File: config.mk
export PLATFORM = sky130hd
export DESIGN_NAME = seq_multiplier
export DESIGN_NICKNAME = d
export VERILOG_FILES = /design/src/rtl/seq_multiplier.sv
export SDC_FILE = /design/constraint.sdc
export NUM_CORES = 1
export LEC_CHECK = 0
export ABC_AREA = 1
export ABC_CLOCK_PERIOD_IN_PS = 1500
export BUFFER_PORTS_ARGS = -buffer_cell sky130_fd_sc_hd__buf_4
export CAP_MARGIN = 40
export CORE_ASPECT_RATIO = 0.9
export CORE_UTILIZATION = 49
export CTS_CLUSTER_DIAMETER = 80
export DETAILED_ROUTE_END_ITERATION = 6
export GPL_ROUTABILITY_DRIVEN = 0
export PLACE_DENSITY_LB_ADDON = 0.05
export SLEW_MARGIN = 5
export SYNTH_ARGS = -nofsm -noshare
export SYNTH_HDL_FRONTEND = slang
export SYNTH_HIERARCHICAL = 1
export SYNTH_SLANG_ARGS = --single-unit
export TNS_END_PERCENT = 1
File: constraint.sdc
create_clock -name Clk -period 1.5 [get_ports Clk]
set_input_delay 0.075 -clock Clk [delete_from_list [all_inputs] [get_ports Clk]]
set_output_delay 0.075 -clock Clk [all_outputs]
set_load 0.01 [all_outputs]
File: src/rtl/seq_multiplier.sv
// rtl/seq_multiplier.sv - unsigned NxN shift-add multiplier built on a carry-lookahead adder

module CarryLookaheadAdder #(
    parameter int N = 4
) (
    input  logic [N-1:0] A,
    input  logic [N-1:0] B,
    input  logic         Cin,
    output logic [N-1:0] S,
    output logic         Cout
);

    logic [N-1:0] g;
    logic [N-1:0] pr;
    logic [N:0]   c;
    logic         pchain;

    assign g  = A & B;
    assign pr = A ^ B;

    // Each carry is the flattened sum-of-products of generate/propagate terms,
    // so no carry depends on a lower computed carry.
    always_comb begin
        c      = '0;
        pchain = 1'b0;
        c[0]   = Cin;
        for (int i = 0; i < N; i++) begin
            c[i+1] = g[i];
            pchain = pr[i];
            for (int j = i - 1; j >= 0; j--) begin
                c[i+1] = c[i+1] | (pchain & g[j]);
                pchain = pchain & pr[j];
            end
            c[i+1] = c[i+1] | (pchain & Cin);
        end
    end

    assign S    = pr ^ c[N-1:0];
    assign Cout = c[N];

endmodule

module seq_multiplier #(
    parameter int N = 4
) (
    input  logic           Clk,
    input  logic           Rst,
    input  logic           Start,
    input  logic [N-1:0]   A,
    input  logic [N-1:0]   B,
    output logic           Busy,
    output logic           Done,
    output logic [2*N-1:0] P
);

    localparam int CW = $clog2(N + 1);

    typedef enum logic [1:0] {
        IDLE = 2'd0,
        RUN  = 2'd1,
        DONE = 2'd2
    } state_t;

    state_t        state;
    state_t        state_n;
    logic [N-1:0]  m;
    logic [N-1:0]  acc;
    logic [N-1:0]  q;
    logic [CW-1:0] cnt;
    logic [N-1:0]  addend;
    logic [N-1:0]  sum;
    logic          cout;
    logic          last;

    assign addend = q[0] ? m : '0;
    assign last   = (cnt == CW'(1));

    CarryLookaheadAdder #(.N(N)) u_cla (
        .A    (acc),
        .B    (addend),
        .Cin  (1'b0),
        .S    (sum),
        .Cout (cout)
    );

    always_ff @(posedge Clk) begin
        if (Rst) begin
            state <= IDLE;
        end else begin
            state <= state_n;
        end
    end

    always_comb begin
        state_n = state;
        case (state)
            IDLE:    if (Start) state_n = RUN;
            RUN:     if (last) state_n = DONE;
            DONE:    state_n = IDLE;
            default: state_n = IDLE;
        endcase
    end

    // Busy/Done are registered copies of the next state so they align with it.
    always_ff @(posedge Clk) begin
        if (Rst) begin
            m    <= '0;
            acc  <= '0;
            q    <= '0;
            cnt  <= '0;
            P    <= '0;
            Busy <= 1'b0;
            Done <= 1'b0;
        end else begin
            Busy <= (state_n != IDLE);
            Done <= (state_n == DONE);
            case (state)
                IDLE: begin
                    if (Start) begin
                        m   <= A;
                        q   <= B;
                        acc <= '0;
                        cnt <= CW'(N);
                    end
                end
                RUN: begin
                    {acc, q} <= {cout, sum, q[N-1:1]};
                    cnt      <= cnt - 1'b1;
                    if (last) begin
                        P <= {cout, sum, q[N-1:1]};
                    end
                end
                default: ;
            endcase
        end
    end

endmodule

Word level (Yosys, flattened, before mapping):

Cells that the tools add are included.

* eq/ne operators: 4
* reductions and logical operators: 6
* add/subtract/negate cells: 1
* bitwise logic cells: 18
* mux-type cells: 10

Operator list (count)
* 4-bit case mux with 2 select lines: 2
* 4-bit 2-to-1 mux: 3
* 1-bit bitwise AND: 9
* 4-bit bitwise XOR: 2
* 1-bit OR: 6
* 3-bit case mux with 2 select lines: 1
* 2-bit AND reduction: 3
* 4-bit bitwise AND: 1
* 2-bit 2-to-1 mux: 2
* 2-bit case mux with 2 select lines: 1
* 2-bit nonzero test: 2
* 3-bit by 1-bit equality test with 1-bit output, second input constant: 1
* 3-bit 2-to-1 mux: 1
* 3-bit by 1-bit subtractor with 3-bit output, second input constant: 1
* 2-bit by 1-bit equality test with 1-bit output, second input constant: 1
* 2-bit equality test, second input constant: 1
* 2-bit zero test: 1
* 2-bit inequality test, second input constant: 1

* output and inout port bits: 10
* bits of input ports: 11
* register bits: 27
* logic and storage cells: 47

Longest topological paths before layout:

* depth after elaboration: 7
* mapped depth: 11
* gate-level depth less buffers: 11

Hierarchy:

Netlist, hierarchy kept.

By module, submodules not included
* seq_multiplier: area each 1158.6 um^2, seq. area each 540.5 um^2, instances 1, cells an instance 155
* CarryLookaheadAdder: area each 188.9 um^2, seq. area each 0.0 um^2, instances 1, cells an instance 31

Worst setup path before layout:

OpenSTA, ideal clock, no wires.

* path kind: reg2reg
* start point: reg q[0]
* end point: reg q[3]
* setup slack: 0.120 ns
* cell stages (with the launch flop): 10
* setup time: 0.111 ns
* buffers on the path: 0
* clock period less this slack: 1.380 ns
* data required time: 1.389 ns
* arrival time: 1.269 ns
* cells stage by stage: dfxtp_1 > nand2_1 > inv_1 > inv_1 > fa_1 > inv_1 > nand3_1 > nand2_1 > nor2_1 > nor2_1

* longest elaborated chain between the ends: 4

RTL lines
* from (decl): line 68 `logic [N-1:0] q;`
* from (signal assigned): line 127 `{acc, q} <= {cout, sum, q[N-1:1]};`
* 4-bit 2-to-1 mux: line 75 `assign addend = q[0] ? m : '0;`
* via addend[0]: line 70 `logic [N-1:0] addend;`
* 4-bit bitwise XOR: line 19 `assign pr = A ^ B;`
* 4-bit bitwise XOR: line 38 `assign S = pr ^ c[N-1:0];`
* via sum[0]: line 71 `logic [N-1:0] sum;`
* 4-bit case mux with 2 select lines: line 117 `case (state)`

The timed path passes the listed nets, and every way through them passes these cells.
A chain may end at the register's enable or synchronous reset.

Final worst setup path:

* start point: reg q[0]
* end point: reg acc[2]

* longest elaborated chain between the ends: 7
* elaborated cells on any way between the ends: 10
* classes of those cells: mux (2); bitwise (8)

RTL lines
* 4-bit 2-to-1 mux *: line 75
* via addend[2]: line 70
* 4-bit bitwise XOR: line 19
* 1-bit bitwise AND (on tied branches): line 31, 32
* 1-bit OR / 1-bit bitwise AND (equally long branches): line 31 `c[i+1] = c[i+1] | (pchain & g[j]);`
* 1-bit OR *: line 31
* 4-bit bitwise XOR *: line 38
* via sum[3]: line 71
* 4-bit case mux with 2 select lines *: line 117
* to (signal assigned): line 127
* to (decl): line 67 `logic [N-1:0] acc;`

Mark *: on every way through the listed nets, which the timed path passes. The rest lies on a longest branch.

==> metrics.csv <==
metric,value,unit
r2r endpoint,acc[2]$_SDFFE_PP0P_,
critical path class,reg2reg,
biggest area consumer among synthesized cells,dfxtp_1,
dpl hpwl,2155,µm
Slew HR,65.85,%
chip width,57.28,µm
Final Hold Vio Count,0,
Starting Density,53.24,%
GRT Total Usage,21.84,%
initial antenna violation count,0,
clk_lat worst skew,0.32,ns
synthesized instance count,186,
fill cell total of the finished layout,215,
Layout area overhead,24.88,%
failing checks,design-rule violations,
pwr dens,807.6,mW/mm²
unrepaired setup endpoints after global routing,yes,
nets,236,
"Reg clk slew, reported paths",0.14,ns
final worst slack,0.04206,ns
Final min period,1.458,ns
Hold WS,0.05109,ns
post-synthesis sequential area ratio,40.11,%
vias in the first global route,1249,
Area contributors post-synth,"dfxtp_1 40%, nand2_1 13%, nand3_1 9.3%",
# rows,17,
post-synthesis area per instance,7.245,µm²
Yosys warning count,6,
static leakage,0.8238,nW
CTS Buffer Depth,2,
worst reg2reg startpoint,q[0]$_SDFFE_PP0P_,
r2r setup slk,0.04,ns
crit-path max FO,4,
DR WL/cell,11.89,µm
most frequent cells in the layout,"41 x nand2_1, 25 x nor2_1, 25 x buf_4",
outcome,finished with violations,
IO Count,21,
Fin Setup TNS,0,ns
fin crit share,97.20,%
first-pass GRT wire length,5009,µm
Max-Cap Viols,0,
PortBufs,20,
Initial DRC Count,41,
vias per cell,5.012,
Max Clock Skew,0.005449,ns
htree depth,1,
crit end category,flop,
share of the synthesized area in the top cell type,40.11,%
Hold WC Path Type,in2reg,
core area,0.002531,mm²
TritonCTS buffer count,3,
gr ovfl total,0,
Slew Limit Fails,0,
final wirelength,2913,µm
Num Clock Sinks,27,
Layout Utilization,66.49,%
"Req. time, crit path",1.76,ns
dpl ws,-0.03558,ns
Vias,1228,
Hold Path Sink,q[0]$_SDFFE_PP0P_,
die area,0.002964,mm²
Worst Hold Depth,5,
Final setup viols,0,
crit start category,flop,
Die Ht,51.75,µm
"Arr. time, crit path",1.72,ns
Mapped Area,0.001348,mm²
largest net degree at the start of global routing,22,
Worst VDD drop,0.5964,mV
# diodes,0,
FMAX,685.9,MHz
Post-route DRC,2,
"FF+latch count, synth",27,
"commonest non-fill, non-tap cell in the layout",nand2_1,
Post-DRT Antenna Nets,0,
Hold Crit Start,B[0],
"Distinct cells, synth",22,
FF-to-FF path depth,9,
proportion of layout cells with a drive suffix above 1,28.57,%
worst slew pin tran,0.5104,ns
Root Buffer Master,clkbuf_4,
CTS tree,yes,
First-pass DRT Iterations,6,
## sequential cells by signal (all words and copies together) (netlist names)
signal and flops:
P 8, acc 4, m 4, q 4, cnt 3, state 2, Busy 1, Done 1
## worst max-delay path: stages, from the launching register on
cell	delay, ns
dfxtp_2	0.39
nand2_2	0.06
inv_2	0.07
ha_4	0.20
or2_0	0.21
nand2_1	0.10
nand3_1	0.11
nand2_2	0.10
nand2_2	0.06
a21oi_2	0.11
## repair_timing
action                                  CTS  global route
hold endpoints to repair                  9             0
hold buffers                              5             0
gates resized for setup                   2            17
endpoints found under the setup margin    4             5
pin swaps                                 1            10
buffers inserted                          0             2
## metrics by stage
step | power, W | cells | area, µm²
CTS | 0.001353 | 243 | 1604
floorplan | 0.0009692 | 188 | 1355
detailed placement | 0.001033 | 234 | 1519
global placement | 0.001019 | 234 | 1519
finish | 0.001359 | 245 | 1683
global route | 0.001433 | 245 | 1683
## cell type report
type                       instances  area, µm²  area share, %
multi-input combinational        132      748.2          44.46
sequential                        27      545.5          32.42
timing repair buffer              30      237.7          14.13
inverter                          24      90.09          5.353
tap                               28      35.03          2.082
clock buffer                       4      26.28          1.561
## per-layer routing
metal / vias up / global-route usage (%) / wire length [µm]
li1: 635 / - / -
met1: 560 / 24.88 / 1351
met2: 29 / 40.98 / 1436
met3: 4 / 4.478 / 99
met4: 0 / 6.911 / 26
met5: - / 0 / 0
## how the worst max path moves through the flow
| stage | slack [ns] | startpoint | to |
|---|---|---|---|
| final | 0.04 | q[0]$_SDFFE_PP0P_ | acc[2]$_SDFFE_PP0P_ |
| after global routing | -0.03 | q[0]$_SDFFE_PP0P_ | acc[2]$_SDFFE_PP0P_ |
| after CTS | 0.02 | q[0]$_SDFFE_PP0P_ | acc[2]$_SDFFE_PP0P_ |
| after detailed placement | -0.04 | q[0]$_SDFFE_PP0P_ | acc[0]$_SDFFE_PP0P_ |
| after global placement | 0.06 | q[0]$_SDFFE_PP0P_ | acc[0]$_SDFFE_PP0P_ |
| after floorplan | 0.12 | q[0]$_SDFFE_PP0P_ | q[3]$_SDFFE_PP0P_ |
## report_power, final
part	internal [W]	switching [W]	leakage, nW
Clock	0.000104	0.000203	0.0150
Sequential	0.000758	0.0000355	0.222
Combinational	0.000112	0.000146	0.587
Total	0.000974	0.000385	0.824
## cells in the mapped netlist
cell     number
a21oi_1       3
buf_6         3
xor2_1        1
dfxtp_1      27
conb_1        1
inv_1        22
nand2_2       6
nand2_4       1
o21ai_0       5
xnor2_1       1
nand4_1       2
buf_2         2
nor2_2        1
nand3_1      25
a21oi_2       4
nor2_1       25
inv_2         2
or2_0         1
nand2_1      46
ha_1          6
fa_1          1
o21ai_4       1
## cells by family after synthesis
kind of cell / count (synthesis) / share of synthesized area [%]
fa+ha+maj: 7 / 7.057
buf+inv: 29 / 9.935
flops: 27 / 40.11
simple gates: 107 / 34.54
compound gates: 13 / 6.778
xor+xnor: 2 / 1.300
other cells: 1 / 0.2783
No activity file was read; power rests on OpenSTA's default activity.
